===== src/rtl/vga_pkg.sv =====
// Shared VGA timing constants and elaboration helpers.
// Holds the default 640x480@60 porch/sync figures, the total-period
// function used for H_TOTAL/V_TOTAL, and a ceil-log2 helper for
// sizing and checking counter widths.
package vga_pkg;

    // Default 640x480@60 horizontal timing (pixels)
    localparam int unsigned VGA_H_ACTIVE = 640;
    localparam int unsigned VGA_H_FP     = 16;
    localparam int unsigned VGA_H_SYNC   = 96;
    localparam int unsigned VGA_H_BP     = 48;

    // Default 640x480@60 vertical timing (lines)
    localparam int unsigned VGA_V_ACTIVE = 480;
    localparam int unsigned VGA_V_FP     = 10;
    localparam int unsigned VGA_V_SYNC   = 2;
    localparam int unsigned VGA_V_BP     = 33;

    // Pixel clock divider limits; DIV_W holds 0..CLK_DIV_MAX-1
    localparam int unsigned CLK_DIV_MAX  = 16;
    localparam int unsigned DIV_W        = 4;

    // Full period of one axis: visible + front porch + sync + back porch
    function automatic int unsigned vga_total(input int unsigned active,
                                              input int unsigned fp,
                                              input int unsigned sync,
                                              input int unsigned bp);
        return active + fp + sync + bp;
    endfunction

    // Smallest r with 2**r >= n, i.e. bits needed to count 0..n-1
    function automatic int unsigned vga_clog2(input int unsigned n);
        int unsigned r;
        r = 0;
        for (int unsigned i = 0; i < 32; i++) begin
            if ((33'd1 << i) < 33'(n)) begin
                r = i + 1;
            end
        end
        return r;
    endfunction

endpackage


===== src/rtl/pix_ce_div.sv =====
// Pixel clock-enable divider.
// Ports:
//   clk, rst_n  board clock, synchronous active-low reset
//   en_i        run enable; low freezes the divider
//   step_c      combinational: raster advances at this clk edge
//   pix_ce_o    registered one-clk pulse per pixel, forced low while frozen
module pix_ce_div
    import vga_pkg::*;
#(
    parameter int unsigned CLK_DIV = 2
) (
    input  logic clk,
    input  logic rst_n,
    input  logic en_i,
    output logic step_c,
    output logic pix_ce_o
);

    localparam logic [DIV_W-1:0] DIV_LAST = DIV_W'(CLK_DIV - 1);

    logic [DIV_W-1:0] div_q, div_d;
    logic             tick_q, tick_d;
    logic             pix_ce_q, pix_ce_d;

    // tick_q marks a pending pixel step; it is held across en=0 so a pause
    // never drops or inserts a pixel.
    always_comb begin
        div_d    = div_q;
        tick_d   = tick_q;
        pix_ce_d = 1'b0;
        if (en_i) begin
            div_d    = (div_q == DIV_LAST) ? '0 : div_q + DIV_W'(1);
            tick_d   = (div_q == DIV_LAST);
            pix_ce_d = (div_q == DIV_LAST);
        end
    end

    always_ff @(posedge clk) begin
        if (!rst_n) begin
            div_q    <= '0;
            tick_q   <= 1'b0;
            pix_ce_q <= 1'b0;
        end else begin
            div_q    <= div_d;
            tick_q   <= tick_d;
            pix_ce_q <= pix_ce_d;
        end
    end

    assign step_c   = en_i & tick_q;
    assign pix_ce_o = pix_ce_q;

endmodule


===== src/rtl/vga_timing_gen.sv =====
// Parametrised VGA raster timing generator.
// Ports:
//   clk, rst_n  board clock, synchronous active-low reset
//   en          run enable; low freezes all state
//   pix_ce      one-clk pulse per pixel
//   x, y        raster position, 0..H_TOTAL-1 / 0..V_TOTAL-1
//   de          inside the active area
//   hsync/vsync sync strobes with configurable polarity
//   sof, eol    start-of-frame / end-of-line pulses
//   frame_cnt   completed frames, wrapping
module vga_timing_gen
    import vga_pkg::*;
#(
    parameter int unsigned H_ACTIVE = VGA_H_ACTIVE,
    parameter int unsigned H_FP     = VGA_H_FP,
    parameter int unsigned H_SYNC   = VGA_H_SYNC,
    parameter int unsigned H_BP     = VGA_H_BP,
    parameter int unsigned V_ACTIVE = VGA_V_ACTIVE,
    parameter int unsigned V_FP     = VGA_V_FP,
    parameter int unsigned V_SYNC   = VGA_V_SYNC,
    parameter int unsigned V_BP     = VGA_V_BP,
    parameter int unsigned CLK_DIV  = 2,
    parameter logic        HS_POL   = 1'b0,
    parameter logic        VS_POL   = 1'b0,
    parameter int unsigned CNT_W    = 11,
    parameter int unsigned FC_W     = 16
) (
    input  logic             clk,
    input  logic             rst_n,
    input  logic             en,
    output logic             pix_ce,
    output logic [CNT_W-1:0] x,
    output logic [CNT_W-1:0] y,
    output logic             de,
    output logic             hsync,
    output logic             vsync,
    output logic             sof,
    output logic             eol,
    output logic [FC_W-1:0]  frame_cnt
);

    localparam int unsigned H_TOTAL = vga_total(H_ACTIVE, H_FP, H_SYNC, H_BP);
    localparam int unsigned V_TOTAL = vga_total(V_ACTIVE, V_FP, V_SYNC, V_BP);

    localparam logic [CNT_W-1:0] X_LAST   = CNT_W'(H_TOTAL - 1);
    localparam logic [CNT_W-1:0] Y_LAST   = CNT_W'(V_TOTAL - 1);
    localparam logic [CNT_W-1:0] X_ACT    = CNT_W'(H_ACTIVE);
    localparam logic [CNT_W-1:0] Y_ACT    = CNT_W'(V_ACTIVE);
    localparam logic [CNT_W-1:0] HS_FIRST = CNT_W'(H_ACTIVE + H_FP);
    localparam logic [CNT_W-1:0] HS_LAST  = CNT_W'(H_ACTIVE + H_FP + H_SYNC - 1);
    localparam logic [CNT_W-1:0] VS_FIRST = CNT_W'(V_ACTIVE + V_FP);
    localparam logic [CNT_W-1:0] VS_LAST  = CNT_W'(V_ACTIVE + V_FP + V_SYNC - 1);

    // Reject configurations the counters or divider cannot represent
    if (CNT_W < vga_clog2(H_TOTAL) || CNT_W < vga_clog2(V_TOTAL)) begin : g_bad_cnt_w
        $error("vga_timing_gen: CNT_W too small for H_TOTAL/V_TOTAL");
    end
    if (CLK_DIV == 0 || CLK_DIV > CLK_DIV_MAX) begin : g_bad_clk_div
        $error("vga_timing_gen: CLK_DIV outside 1..16");
    end

    logic             step_c;
    logic [CNT_W-1:0] x_q, x_d, y_q, y_d;
    logic [FC_W-1:0]  fc_q, fc_d;
    logic             de_q, de_d;
    logic             hs_q, hs_d;
    logic             vs_q, vs_d;
    logic             sof_q, sof_d;
    logic             eol_q, eol_d;

    pix_ce_div #(
        .CLK_DIV (CLK_DIV)
    ) u_div (
        .clk      (clk),
        .rst_n    (rst_n),
        .en_i     (en),
        .step_c   (step_c),
        .pix_ce_o (pix_ce)
    );

    // Raster advance; every decoded output is taken from the next position
    // so all of them change in the same clk as x/y.
    always_comb begin
        x_d   = x_q;
        y_d   = y_q;
        fc_d  = fc_q;
        de_d  = de_q;
        hs_d  = hs_q;
        vs_d  = vs_q;
        sof_d = 1'b0;
        eol_d = 1'b0;
        if (step_c) begin
            if (x_q == X_LAST) begin
                x_d   = '0;
                eol_d = 1'b1;
                if (y_q == Y_LAST) begin
                    y_d   = '0;
                    sof_d = 1'b1;
                    fc_d  = fc_q + FC_W'(1);
                end else begin
                    y_d = y_q + CNT_W'(1);
                end
            end else begin
                x_d = x_q + CNT_W'(1);
            end
            de_d = (x_d < X_ACT) && (y_d < Y_ACT);
            hs_d = ((x_d >= HS_FIRST) && (x_d <= HS_LAST)) ? HS_POL : ~HS_POL;
            vs_d = ((y_d >= VS_FIRST) && (y_d <= VS_LAST)) ? VS_POL : ~VS_POL;
        end
    end

    always_ff @(posedge clk) begin
        if (!rst_n) begin
            x_q   <= '0;
            y_q   <= '0;
            fc_q  <= '0;
            de_q  <= 1'b1;
            hs_q  <= ~HS_POL;
            vs_q  <= ~VS_POL;
            sof_q <= 1'b0;
            eol_q <= 1'b0;
        end else begin
            x_q   <= x_d;
            y_q   <= y_d;
            fc_q  <= fc_d;
            de_q  <= de_d;
            hs_q  <= hs_d;
            vs_q  <= vs_d;
            sof_q <= sof_d;
            eol_q <= eol_d;
        end
    end

    assign x         = x_q;
    assign y         = y_q;
    assign frame_cnt = fc_q;
    assign de        = de_q;
    assign hsync     = hs_q;
    assign vsync     = vs_q;
    assign sof       = sof_q;
    assign eol       = eol_q;

endmodule


===== config.mk =====
export PLATFORM = sky130hd
export DESIGN_NAME = vga_timing_gen
export DESIGN_NICKNAME = d
export VERILOG_FILES = /design/src/rtl/vga_pkg.sv /design/src/rtl/pix_ce_div.sv /design/src/rtl/vga_timing_gen.sv
export SDC_FILE = /design/constraint.sdc
export NUM_CORES = 1
export LEC_CHECK = 0
export BUFFER_PORTS_ARGS = -buffer_cell sky130_fd_sc_hd__buf_4
export CORE_ASPECT_RATIO = 0.8
export CORE_UTILIZATION = 52
export CTS_CLUSTER_DIAMETER = 150
export DETAILED_ROUTE_END_ITERATION = 7
export PLACE_DENSITY = 0.75
export REMOVE_ABC_BUFFERS = 1
export SYNTH_ARGS = -nofsm -noshare
export SYNTH_HDL_FRONTEND = slang
export SYNTH_SLANG_ARGS = --single-unit

===== constraint.sdc =====
create_clock -name clk -period 3.5 [get_ports clk]
set_input_delay 0.175 -clock clk [delete_from_list [all_inputs] [get_ports clk]]
set_output_delay 0.175 -clock clk [all_outputs]
set_load 0.03 [all_outputs]

* Word level (Yosys, flattened, before mapping)
Index checks and enable logic that the tools add are counted.
** Cells by class
- Equal/unequal tests :: 3
- $add $sub $neg :: 4
- Reduce and logical (&&, ||, !) cells :: 7
- Bitwise logic cells :: 1
- Mux-type cells :: 10
- Magnitude comparators :: 6
** Operators with widths (number)
- two-way mux 11 bit :: 5
- adder 11 x 1 -> 11 bit (second input constant) :: 2
- == test 11 x 10 -> 1 bit (second input constant) :: 2
- adder 16 x 1 -> 16 bit (second input constant) :: 1
- greater-or-equal comparator 11 x 10 -> 1 bit (second input constant) :: 1
- greater-or-equal comparator 11 x 9 -> 1 bit (second input constant) :: 1
- less-or-equal comparator 11 x 10 -> 1 bit (second input constant) :: 1
- less-or-equal comparator 11 x 9 -> 1 bit (second input constant) :: 1
- < comparator 11 x 10 -> 1 bit (second input constant) :: 1
- < comparator 11 x 9 -> 1 bit (second input constant) :: 1
- AND reduction 3 bit :: 2
- adder 4 x 1 -> 4 bit (second input constant) :: 1
- == test 4 x 1 -> 1 bit (second input constant) :: 1
- two-way mux 1 bit :: 4
- two-way mux 4 bit :: 1
- AND reduction 2 bit :: 2
- logical AND 1 bit :: 3
- AND 1 bit :: 1
** Storage, ports and cells
- Output and inout port bits :: 44
- Bits in registers :: 49
- Word-level logic and storage cells :: 42
- Bits of input ports :: 3

* Longest topological paths before layout
Gate-level depths: netlist of run 1.
- Depth after elaboration :: 7
- Mapped depth :: 9

* Modules after synthesis
A second synthesis of run 1 with hierarchy kept.
** Unflattened totals
- Cell total of the unflattened synthesis :: 333
- Area, all modules :: 2847.7 um^2
** Modules (own cells, without submodules)
- vga_timing_gen :: instances 1, cells each 308, area an instance 2593.7 um^2
- pix_ce_div :: instances 1, cells each 25, area an instance 254.0 um^2

* Worst setup path before layout of run 1
No wires, ideal clock.
- Path kind :: reg-to-reg
- From :: register x_q[0], in the netlist x[0]
- To :: register fc_q[5], in the netlist frame_cnt[5]
- Path slack :: 0.780 ns
- Path buffers :: 2
- Required time :: 3.430 ns
- Arrival :: 2.651 ns
- Clock period less this slack :: 2.720 ns
- Stages on the path, launching flop included :: 9
- Cells stage by stage :: dfxtp_1 ha_1 nand4_1 or4_1 clkbuf_2 or3_1 buf_2 or3_1 a21oi_1
** On the way
- Longest elaborated chain between the ends :: 2
** RTL lines
- from (decl) :: line vga_timing_gen.sv:63 : logic [CNT_W-1:0] x_q, x_d, y_q, y_d;
- from (signal assigned) :: line vga_timing_gen.sv:114 : x_q <= '0;
- from (signal assigned) :: line vga_timing_gen.sv:123 : x_q <= x_d;
- == test 11 x 10 -> 1 bit :: line vga_timing_gen.sv:93 : if (x_q == X_LAST) begin
- AND reduction 3 bit (no source line)
- to (signal assigned) :: line vga_timing_gen.sv:116 : fc_q <= '0;
- to (signal assigned) :: line vga_timing_gen.sv:125 : fc_q <= fc_d;
- to (decl) :: line vga_timing_gen.sv:64 : logic [FC_W-1:0] fc_q, fc_d;
Every way passes these cells.
A chain may end at the register's enable or synchronous reset.

* Final worst setup path of run 1
- From :: register x_q[0], in the netlist x[0]
- To :: register fc_q[12], in the netlist frame_cnt[12]
Same word-level chain as after synthesis.

==> reports/summary.json, run 1 <==
{
  "outcome": {"value": "completed"},
  "clock_tree.buffer_depth": {"value": 2},
  "synthesized_area_divided_by_synthesized_cell_count": {"value": 7.90, "unit": "sq um"},
  "cts_htree_levels": {"value": 2},
  "drv_cap": {"value": 0},
  "path_max_fanout": {"value": 17},
  "rsz0062_at_grt": {"value": "no"},
  "crit_chain": {"value": "ha_1 > nand4_1 > or3_1 > nor4_1 > nand3_1 > xor2_1 > nor2_1"},
  "synth_sequential_area_ratio": {"value": 0.364},
  "detail_route.wirelength": {"value": 6.25, "unit": "mm"},
  "ys_warn_count": {"value": 0},
  "die-width": {"value": 82.5, "unit": "microns"},
  "clock_insertion_delay_worst_skew": {"value": 310, "unit": "ps"},
  "met3_usage": {"value": 0.0414},
  "regToRegStartpoint": {"value": "x[0]"},
  "power_leakage": {"value": 1.15, "unit": "nW"},
  "antenna_found_initial": {"value": 0},
  "final_min_period_over_clock_period": {"value": 0.818},
  "max_clock_freq": {"value": 0.349, "unit": "GHz"},
  "r2r_setup_slack": {"value": 640, "unit": "ps"},
  "category_of_cells_accounting_for_the_largest_share_of_critical_path_delay": {"value": "simple AND/OR/NAND/NOR gates"},
  "detail_route.drc_violations": {"value": 0},
  "core-area": {"value": 0.00501, "unit": "sq mm"},
  "finalMaxSlewViolations": {"value": 0},
  "post_cts.repair.setup_buffers": {"value": 0},
  "cp-end-kind": {"value": "flop"},
  "initial_core_utilization": {"value": 0.538},
  "timing.critical_path.to": {"value": "frame_cnt[12]"},
  "worst_ep_arrival_time": {"value": 3050, "unit": "ps"},
  "fin_crit": {"value": 2860, "unit": "ps"},
  "highest_delay_cell_along_the_critical_path": {"value": "or3_1"},
  "finalHoldViolations": {"value": 0},
  "dieArea": {"value": 0.00547, "unit": "sq mm"},
  "cts_root_buffer": {"value": "clkbuf_8"},
  "synth_top_cells_by_area": {"value": "dfxtp_1, xnor2_1, nor2_1, xor2_1, nand2_1"},
  "layout-drive-gt1-share": {"value": 0.170},
  "post-synth-top-area-cell": {"value": "dfxtp_1"},
  "grt_usage": {"value": 0.242},
  "worst_slew_margin_rel": {"value": 0.538},
  "dr_total_vias": {"value": 2516},
  "postCtsHoldBufs": {"value": 0},
  "postCtsResizedCells": {"value": 0},
  "maximum_resistive_drop_on_vdd": {"value": 214, "unit": "uV"},
  "synth-edff-count": {"value": 0},
  "hpwl": {"value": 4.39, "unit": "mm"},
  "synth_cell_area": {"value": 0.00269, "unit": "sq mm"},
  "global_route.peak_usage_layer": {"value": "met2"},
  "chip_height": {"value": 66.4, "unit": "microns"},
  "largest_net_degree_at_the_start_of_global_routing": {"value": 23},
  "final_cell_count_no_fill": {"value": 439},
  "synth_async_sr_flop_share": {"value": 0},
  "layout-area-overhead-vs-synth": {"value": 16.1, "unit": "%"},
  "clkTransAtPathRegs": {"value": 90, "unit": "ps"},
  "gp_congestion": {"value": 0.854},
  "wl_per_cell": {"value": 14.2, "unit": "microns"},
  "yosys.area.top_type_share": {"value": 0.364},
  "startpoint": {"value": "x[0]"},
  "numPortBuffers": {"value": 46},
  "ioPinCount": {"value": 47},
  "skew": {"value": 9.34, "unit": "ps"},
  "cpPeakStageDelay": {"value": 700, "unit": "ps"},
  "yosys_register_bits": {"value": 49},
  "diodes": {"value": 0},
  "post_synth_inst_count": {"value": 341},
  "final_cell_area": {"value": 0.00313, "unit": "sq mm"},
  "netlist-cell-type-count": {"value": 52},
  "fin_setup_tns": {"value": 0, "unit": "ps"},
  "fillerInstances": {"value": 453},
  "synth-main-ff-cell": {"value": "dfxtp_1"},
  "setup-violations-final": {"value": 0},
  "finalNetCount": {"value": 384},
  "avgViaCountPerCell": {"value": 5.73},
  "clock_sinks": {"value": 49},
  "critical_path_class": {"value": "flop to flop"},
  "power_density": {"value": 305, "unit": "mW/mm^2"},
  "critical_path.reg2reg.endpoint": {"value": "frame_cnt[12]"},
  "reg2reg_depth": {"value": 7},
  "final.hold.worst_slack": {"value": 96.5, "unit": "ps"},
  "crit_path_start_kind": {"value": "flop"},
  "hp-class": {"value": "input port to flop"},
  "dp_cells": {"value": 431},
  "drt_pass1_iterations": {"value": 6},
  "global_route.usage.met2": {"value": 0.361},
  "worstMarginPinSlew": {"value": 692, "unit": "ps"},
  "overflow": {"value": 0},
  "cp_num_buf_inv": {"value": 0},
  "detailed_place.area": {"value": 0.00303, "unit": "sq mm"},
  "global_route.usage.met1": {"value": 0.350},
  "drt_first_iter_violations": {"value": 128},
  "cp.depth": {"value": 7},
  "placementRows": {"value": 23},
  "clock_tree_from_tritoncts": {"value": "done"},
  "grt_pass1_wl": {"value": 10.1, "unit": "mm"},
  "number_of_antenna_violating_nets_in_the_routed_design": {"value": 0},
  "first_global_vias": {"value": 2166},
  "critical_path_required": {"value": 3690, "unit": "ps"},
  "tritoncts.num_buffers": {"value": 5}
}
-- worst min-delay path by stage --
stage	startpoint	endpoint	depth (start not counted)
final	en	u_div.tick_q	2
after global routing	en	u_div.tick_q	2
after CTS	en	u_div.tick_q	2
after detailed placement	en	u_div.tick_q	2
after global placement	en	u_div.tick_q	2
after floorplan	en	u_div.tick_q	1
-- where the power goes --
group	switching (mW)	total, mW	internal (mW)
clock network	0.192	0.352	0.160
registers	0.00455	0.566	0.561
logic	0.0256	0.0377	0.0121
total	0.222	0.956	0.734
-- sequential cells by signal, summed over array words and instances, names as in the netlist, 4 cells and up --
register,flops
frame_cnt,16
x,11
y,11
u_div.div_q,4
-- Yosys cell counts (2+ instances only) --
master and number:
a21oi_1 21, a31oi_1 2, a32oi_1 3, and2_1 6, and3_1 7, and4_1 4, buf_4 3, buf_6 3
clkbuf_1 15, dfxtp_1 49, ha_1 5, inv_1 7, nand2_1 30, nand3_1 20, nand4_1 10, nor2_1 44
nor2b_1 5, nor3_1 17, nor4_1 4, o21a_1 2, o21ai_0 13, o21bai_1 2, o31ai_1 4, or3_1 6
xnor2_1 20, xor2_1 13
-- stage by stage --
| stage | setup WS (ps) | utilization | total power, mW |
|---|---|---|---|
| after floorplan | 818 | - | 0.599 |
| after global placement | 903 | 0.605 | 0.615 |
| after detailed placement | 643 | 0.605 | 0.616 |
| after CTS | 609 | 0.625 | 0.960 |
| after global routing | 366 | 0.625 | 0.986 |
| final | 638 | 0.625 | 0.956 |
-- logic make-up after synthesis --
family	Yosys count	share of synthesized area
buffers and inverters	30	0.0553
XOR/XNOR	33	0.107
AND/OR/NAND/NOR	164	0.308
flip-flops	49	0.364
multiplexers	1	0.00372
AO/OA/AOI/OAI	58	0.135
adder cells (fa/ha/maj)	6	0.0269
-- placed cells by master, fill, tap and decap left out, drive strengths merged, types with 2 or more instances in the layout --
cell     n
a21oi   21
a31oi    2
a32oi    3
and2     7
and3     8
and4     4
buf     51
clkbuf   6
clkinv   2
dfxtp   49
ha       5
inv      7
nand2   30
nand3   20
nand4   11
nor2    44
nor2b    5
nor3    17
nor4     4
o21a     2
o21ai   13
o21bai   2
o31ai    4
or3      6
or4      2
xnor2   20
xor2    13
-- final cells by class --
type / count / area, sq um / area share
Sequential cell: 49 / 981 / 0.314
Timing Repair Buffer: 51 / 383 / 0.122
Clock inverter: 2 / 13.8 / 0.00440
Multi-Input combinational cell: 262 / 1560 / 0.500
Tap cell: 62 / 77.6 / 0.0248
Clock buffer: 6 / 82.6 / 0.0264
Inverter: 7 / 26.3 / 0.00840
-- worst register-to-register path, cell delays in order (launching register included) --
cell	delay, ps
dfxtp_1	460
ha_1	260
nand4_1	280
or3_1	700
nor4_1	660
nand3_1	170
xor2_1	170
nor2_1	60
-- routing by layer --
metal / wire [microns] / vias to the layer above / part of all wire
met5: 0 / - / 0
met4: 68 / 0 / 0.011
met3: 346 / 9 / 0.055
met2: 2740 / 71 / 0.44
met1: 3100 / 1174 / 0.50
li1: - / 1262 / -
Note: power is estimated with default switching activity, not from simulation.
==> inputs of run 2 (changes only) <==
==> constraint.sdc (replaced) <==
create_clock -name clk -period 2.9 [get_ports clk]
set_input_delay 0.145 -clock clk [delete_from_list [all_inputs] [get_ports clk]]
set_output_delay 0.145 -clock clk [all_outputs]
set_load 0.03 [all_outputs]
==> reports/summary.json, run 2 (same netlist as run 1, synthesis figures left out) <==
{
  "outcome": {"value": "completed"},
  "cpPeakStageDelay": {"value": 600, "unit": "ps", "change": "-100 ps"},
  "worst_slew_margin_rel": {"value": 0.556, "change": "+0.0177"},
  "chip_height": {"value": 66.4, "unit": "microns", "change": "unchanged"},
  "clock_insertion_delay_worst_skew": {"value": 300, "unit": "ps", "change": "about the same"},
  "detail_route.wirelength": {"value": 6.54, "unit": "mm", "change": "+4.6%"},
  "finalMaxSlewViolations": {"value": 0, "change": "unchanged"},
  "detail_route.drc_violations": {"value": 0, "change": "unchanged"},
  "most_used_cell_cp": {"value": "or3_1"},
  "drt_pass1_iterations": {"value": 5, "change": "-1"},
  "category_of_cells_accounting_for_the_largest_share_of_critical_path_delay": {"value": "simple AND/OR/NAND/NOR gates"},
  "layout.cells.most_common_list": {"value": "buf_4, dfxtp_1, nor2_1"},
  "sequential_cell_area": {"value": 981, "unit": "sq um", "change": "unchanged"},
  "setup-violations-final": {"value": 0, "change": "unchanged"},
  "layout-area-overhead-vs-synth": {"value": 17.7, "unit": "%"},
  "reg2reg_depth": {"value": 6, "change": "-1"},
  "multi_input_area": {"value": 0.00156, "unit": "sq mm", "change": "unchanged"},
  "rsz0062_at_grt": {"value": "no"},
  "number_of_antenna_violating_nets_in_the_routed_design": {"value": 0, "change": "unchanged"},
  "initial_core_utilization": {"value": 0.538, "change": "unchanged"},
  "dpl_worst_slack": {"value": 389, "unit": "ps", "change": "-254 ps"},
  "critical_path.reg2reg.endpoint": {"value": "frame_cnt[9]"},
  "most_common_cell_after_layout_fill_and_taps_aside": {"value": "buf_4"},
  "max_clock_freq": {"value": 0.394, "unit": "GHz", "change": "+13%"},
  "antenna_found_initial": {"value": 0, "change": "unchanged"},
  "core-area": {"value": 0.00501, "unit": "sq mm", "change": "unchanged"},
  "crit_path_start_kind": {"value": "flop"},
  "clock_tree_from_tritoncts": {"value": "done"},
  "grt_usage": {"value": 0.256, "change": "+0.0138"},
  "power_density": {"value": 357, "unit": "mW/mm^2", "change": "+17%"},
  "drv_cap": {"value": 0, "change": "unchanged"},
  "layout-drive-gt1-share": {"value": 0.182, "change": "+0.0125"},
  "first_global_vias": {"value": 2260, "change": "+4.3%"},
  "maximum_resistive_drop_on_vdd": {"value": 277, "unit": "uV", "change": "+30%"},
  "r2r_setup_slack": {"value": 360, "unit": "ps", "change": "-280 ps"},
  "dr_total_vias": {"value": 2612, "change": "+3.8%"},
  "final_cell_count_no_fill": {"value": 446, "change": "+1.6%"},
  "fin_crit": {"value": 2540, "unit": "ps", "change": "-323 ps"},
  "hp-class": {"value": "input port to flop"},
  "gp_congestion": {"value": 0.843, "change": "-1.3%"},
  "cts_htree_levels": {"value": 2, "change": "unchanged"},
  "highest_delay_cell_along_the_critical_path": {"value": "or4_1"},
  "regToRegStartpoint": {"value": "x[0]"},
  "clock_sinks": {"value": 49, "change": "unchanged"},
  "skew": {"value": 11.9, "unit": "ps", "change": "+2.54 ps"},
  "overflow": {"value": 0, "change": "unchanged"},
  "cts_root_buffer": {"value": "clkbuf_8"},
  "critical_path_required": {"value": 3140, "unit": "ps", "change": "-550 ps"},
  "fin_setup_tns": {"value": 0, "unit": "ps", "change": "unchanged"},
  "numPortBuffers": {"value": 46, "change": "unchanged"},
  "worst_ep_arrival_time": {"value": 2780, "unit": "ps", "change": "-270 ps"},
  "dp_cells": {"value": 438, "change": "+1.6%"},
  "largest_register_ffs": {"value": 16, "change": "unchanged"},
  "largest_net_degree_at_the_start_of_global_routing": {"value": 21, "change": "-8.7%"},
  "hold-path-endpoint": {"value": "u_div.tick_q"},
  "finalNetCount": {"value": 391, "change": "+1.8%"},
  "critical_path_class": {"value": "flop to flop"},
  "dieArea": {"value": 0.00547, "unit": "sq mm", "change": "unchanged"},
  "clkTransAtPathRegs": {"value": 100, "unit": "ps", "change": "about the same"},
  "drt_first_iter_violations": {"value": 234, "change": "+83%"},
  "post_cts.repair.setup_buffers": {"value": 0, "change": "unchanged"},
  "placementRows": {"value": 23, "change": "unchanged"},
  "tritoncts.num_buffers": {"value": 5, "change": "unchanged"},
  "timing.final.ws_setup": {"value": 361, "unit": "ps", "change": "-277 ps"},
  "hpwl": {"value": 4.70, "unit": "mm", "change": "+7.0%"},
  "wl_per_cell": {"value": 14.7, "unit": "microns", "change": "+2.9%"},
  "finalHoldViolations": {"value": 0, "change": "unchanged"},
  "worstMarginPinSlew": {"value": 665, "unit": "ps", "change": "-26.5 ps"},
  "die-width": {"value": 82.5, "unit": "microns", "change": "unchanged"},
  "crit_chain": {"value": "ha_1 > nand4_1 > or4_1 > or3_1 > or3_1 > a21oi_1"},
  "postCtsResizedCells": {"value": 0, "change": "unchanged"},
  "path_max_fanout": {"value": 8, "change": "-9"},
  "cp_num_buf_inv": {"value": 0, "change": "unchanged"},
  "diodes": {"value": 0, "change": "unchanged"},
  "min_from": {"value": "en"},
  "final_min_period_over_clock_period": {"value": 0.876, "change": "+0.0579"},
  "ioPinCount": {"value": 47, "change": "unchanged"},
  "fillerInstances": {"value": 470, "change": "+3.8%"},
  "hold_path_depth": {"value": 2, "change": "unchanged"},
  "postCtsHoldBufs": {"value": 0, "change": "unchanged"},
  "cp-end-kind": {"value": "flop"},
  "clock_tree.buffer_depth": {"value": 2, "change": "unchanged"},
  "avgViaCountPerCell": {"value": 5.86, "change": "+2.2%"},
  "grt_pass1_wl": {"value": 10.7, "unit": "mm", "change": "+5.2%"},
  "power_leakage": {"value": 1.17, "unit": "nW", "change": "+1.8%"}
}
[run 2: cell count changes in the layout (fill, tap and decap cells not counted), sizes merged]
| cell | change |
|---|---|
| buf | +7 |
| clkinv | -2 |
| clkinvlp | +2 |
[run 2: worst max path at each step]
| stage | start | depth (start not counted) | endpoint |
|---|---|---|---|
| CTS | x[0] | 6 | frame_cnt[9] |
| floorplan | x[0] | 6 | frame_cnt[5] |
| finish | x[0] | 6 | frame_cnt[9] |
| global placement | x[0] | 8 | frame_cnt[7] |
| detailed placement | x[0] | 6 | frame_cnt[9] |
| global route | x[0] | 8 | vsync |
[run 2: final cells by class]
cell class,count,share of cell area
Multi-Input combinational cell,262,0.493
Clock inverter,2,0.00473
Sequential cell,49,0.309
Timing Repair Buffer,58,0.137
Tap cell,62,0.0245
Inverter,7,0.00828
Clock buffer,6,0.0229
[run 2: metrics by stage]
step                hold WS, ps  utilization  area, sq um  total power, mW
floorplan                   246            -         2570            0.723
global placement            387        0.616         3080            0.743
detailed placement          392        0.616         3080            0.743
CTS                        60.2        0.633         3170             1.14
global route               68.3        0.633         3170             1.18
finish                     71.2        0.633         3170             1.13
[run 2: power by group]
part           switching, mW  internal (mW)  leakage (nW)
clock network          0.235          0.170        0.0374
logic                 0.0308         0.0146         0.735
registers            0.00515          0.677         0.395
total                  0.271          0.862          1.17
[run 2: per-layer routing]
layer | GRT usage | routed length [microns]
met5 | 0 | 0
met4 | 0.0570 | 51
met3 | 0.0579 | 372
met2 | 0.387 | 2830
met1 | 0.364 | 3290
==> inputs of run 3 (changes only) <==
==> constraint.sdc (replaced) <==
create_clock -name clk -period 2.8 [get_ports clk]
set_input_delay 0.14 -clock clk [delete_from_list [all_inputs] [get_ports clk]]
set_output_delay 0.14 -clock clk [all_outputs]
set_load 0.03 [all_outputs]
==> reports/summary.json, run 3 (same netlist as run 1, synthesis figures left out) <==
{
  "largest_register_ffs": {"value": 16, "change": "unchanged"},
  "drt_first_iter_violations": {"value": 240, "change": "+2.6%"},
  "power.sequential.fraction": {"value": 0.544, "change": "-0.058"},
  "cell_internal_pwr": {"value": 1.01, "unit": "mW", "change": "+17%"},
  "reg2reg_depth": {"value": 7, "change": "+1"},
  "core-area": {"value": 0.00501, "unit": "sq mm", "change": "unchanged"},
  "hpwl": {"value": 4.52, "unit": "mm", "change": "-3.9%"},
  "sequential_cell_area": {"value": 981, "unit": "sq um", "change": "unchanged"},
  "most_common_cell_after_layout_fill_and_taps_aside": {"value": "buf_4"},
  "postCtsHoldBufs": {"value": 0, "change": "unchanged"},
  "r2r_setup_slack": {"value": 230, "unit": "ps", "change": "-130 ps"},
  "max_clock_freq": {"value": 0.389, "unit": "GHz", "change": "-1.1%"},
  "numPortBuffers": {"value": 46, "change": "unchanged"},
  "power_density": {"value": 405, "unit": "mW/mm^2", "change": "+13%"},
  "dr_total_vias": {"value": 2587, "change": "-0.96%"},
  "placementRows": {"value": 23, "change": "unchanged"},
  "multi_input_area": {"value": 0.00156, "unit": "sq mm", "change": "unchanged"},
  "overflow": {"value": 0, "change": "unchanged"},
  "final_cell_area": {"value": 0.00320, "unit": "sq mm", "change": "+1.0%"},
  "global_route.peak_usage_layer": {"value": "met1"},
  "final_min_period_over_clock_period": {"value": 0.917, "change": "+0.0414"},
  "worst_slew_margin_rel": {"value": 0.604, "change": "+0.0476"},
  "cts_htree_levels": {"value": 2, "change": "unchanged"},
  "global_route.usage.met1": {"value": 0.386, "change": "+0.0220"},
  "crit_chain": {"value": "ha_1 > nand4_1 > or3_1 > or2_2 > nor2_1 > mux2i_1 > nor2_1"},
  "setup-violations-final": {"value": 0, "change": "unchanged"},
  "clock_power_share": {"value": 0.418, "change": "+0.060"},
  "hold-path-endpoint": {"value": "u_div.tick_q"},
  "finalHoldViolations": {"value": 0, "change": "unchanged"},
  "critical_path.reg2reg.endpoint": {"value": "frame_cnt[1]"},
  "first_global_vias": {"value": 2181, "change": "-3.5%"},
  "detailed_place.area": {"value": 0.00308, "unit": "sq mm", "change": "unchanged"},
  "drt_pass1_iterations": {"value": 4, "change": "-1"},
  "path_max_fanout": {"value": 17, "change": "+9"},
  "finalMaxSlewViolations": {"value": 0, "change": "unchanged"},
  "most_used_cell_cp": {"value": "nor2_1"},
  "rsz0062_at_grt": {"value": "no"},
  "hold_path_depth": {"value": 2, "change": "unchanged"},
  "fin_setup_tns": {"value": 0, "unit": "ps", "change": "unchanged"},
  "global_route.usage.met2": {"value": 0.361, "change": "-0.0269"},
  "skew": {"value": 8.62, "unit": "ps", "change": "-3.26 ps"},
  "outcome": {"value": "completed"},
  "grt_pass1_wl": {"value": 10.6, "unit": "mm", "change": "-0.13%"},
  "grt_usage": {"value": 0.256, "change": "+0.000447"},
  "worstMarginPinSlew": {"value": 592, "unit": "ps", "change": "-72.8 ps"},
  "die-width": {"value": 82.5, "unit": "microns", "change": "unchanged"},
  "gp_congestion": {"value": 0.833, "change": "-1.2%"},
  "min_from": {"value": "en"},
  "regToRegStartpoint": {"value": "x[1]"},
  "crit_path_start_kind": {"value": "flop"},
  "fin_crit": {"value": 2570, "unit": "ps", "change": "+28.3 ps"},
  "fillerInstances": {"value": 456, "change": "-3.0%"},
  "hp-class": {"value": "input port to flop"},
  "antenna_found_initial": {"value": 0, "change": "unchanged"},
  "cpPeakStageDelay": {"value": 680, "unit": "ps", "change": "+80 ps"},
  "power.share.switching": {"value": 0.223, "change": "-0.0160"},
  "layout-area-overhead-vs-synth": {"value": 19.0, "unit": "%"},
  "cp-end-kind": {"value": "flop"},
  "met3_usage": {"value": 0.0428, "change": "-0.0152"},
  "maximum_resistive_drop_on_vdd": {"value": 263, "unit": "uV", "change": "-4.9%"},
  "switching_power_summed_over_all_nets": {"value": 0.289, "unit": "mW", "change": "+6.8%"},
  "clock_tree_from_tritoncts": {"value": "done"},
  "finalNetCount": {"value": 391, "change": "unchanged"},
  "cts_root_buffer": {"value": "clkbuf_8"},
  "power.combinational.fraction": {"value": 0.038, "change": "-0.002"},
  "largest_net_degree_at_the_start_of_global_routing": {"value": 25, "change": "+19%"},
  "wl_per_cell": {"value": 14.6, "unit": "microns", "change": "-0.50%"},
  "dieArea": {"value": 0.00547, "unit": "sq mm", "change": "unchanged"},
  "worst_ep_arrival_time": {"value": 2750, "unit": "ps", "change": "-30 ps"},
  "critical_path_class": {"value": "flop to flop"},
  "clock_insertion_delay_worst_skew": {"value": 310, "unit": "ps", "change": "about the same"},
  "chip_height": {"value": 66.4, "unit": "microns", "change": "unchanged"},
  "tritoncts.num_buffers": {"value": 5, "change": "unchanged"},
  "avgViaCountPerCell": {"value": 5.80, "change": "-0.96%"},
  "highest_delay_cell_along_the_critical_path": {"value": "or3_1"},
  "detail_route.wirelength": {"value": 6.51, "unit": "mm", "change": "-0.50%"},
  "clkTransAtPathRegs": {"value": 90, "unit": "ps", "change": "about the same"},
  "detail_route.drc_violations": {"value": 0, "change": "unchanged"},
  "initial_core_utilization": {"value": 0.538, "change": "unchanged"},
  "ioPinCount": {"value": 47, "change": "unchanged"},
  "post_cts.repair.setup_buffers": {"value": 0, "change": "unchanged"},
  "clock_sinks": {"value": 49, "change": "unchanged"},
  "number_of_antenna_violating_nets_in_the_routed_design": {"value": 0, "change": "unchanged"},
  "layout.cells.most_common_list": {"value": "buf_4, dfxtp_1, nor2_1"},
  "clock_tree.buffer_depth": {"value": 2, "change": "unchanged"},
  "diodes": {"value": 0, "change": "unchanged"},
  "drv_cap": {"value": 0, "change": "unchanged"},
  "power_leakage": {"value": 1.19, "unit": "nW", "change": "+1.8%"},
  "startpoint": {"value": "x[1]"},
  "critical_path_required": {"value": 2980, "unit": "ps", "change": "-160 ps"},
  "layout-drive-gt1-share": {"value": 0.185, "change": "+0.00260"},
  "postCtsResizedCells": {"value": 0, "change": "unchanged"}
}
==> run 3: cell type report <==
class / count / share of cell area
clock inverter: 2 / 0.0117
sequential: 49 / 0.306
timing repair buffer: 58 / 0.136
multi-input combinational: 262 / 0.488
tap: 62 / 0.0242
inverter: 7 / 0.00820
clock buffer: 6 / 0.0258
==> run 3: metal layers <==
metal	up-vias	share of wire
li1	1285	-
met1	1222	0.52
met2	73	0.42
met3	7	0.045
met4	0	0.011
met5	-	0
==> run 3: stage by stage <==
step	setup slack, ps	power (mW)	hold WS [ps]	util	instances
finish	232	1.30	60.4	0.640	446
global route	32.3	1.35	57.9	0.640	446
CTS	255	1.31	49.7	0.640	446
detailed placement	285	0.771	386	0.616	438
global placement	286	0.771	384	0.616	438
floorplan	118	0.749	241	-	318
==> run 3: critical path: cells and delay by family (launching register included) <==
family	cells	cell delay [ps]
and+or+nand+nor	5	1550
DFF	1	420
adders and majority gates	1	270
muxes	1	210
==> run 3: worst max-delay path by stage <==
| stage | endpoint |
|---|---|
| after detailed placement | frame_cnt[12] |
| after global placement | frame_cnt[12] |
| after CTS | frame_cnt[1] |
| after floorplan | frame_cnt[5] |
| after global routing | frame_cnt[12] |
| final | frame_cnt[1] |
==> run 3: power groups by stage <==
stage | sequential (mW) | combinational (mW) | clock (mW)
after floorplan | 0.727 | 0.0212 | 0
after global placement | 0.722 | 0.0485 | 0
after detailed placement | 0.722 | 0.0486 | 0
after CTS | 0.706 | 0.0491 | 0.555
after global routing | 0.707 | 0.0538 | 0.585
final | 0.706 | 0.0494 | 0.542
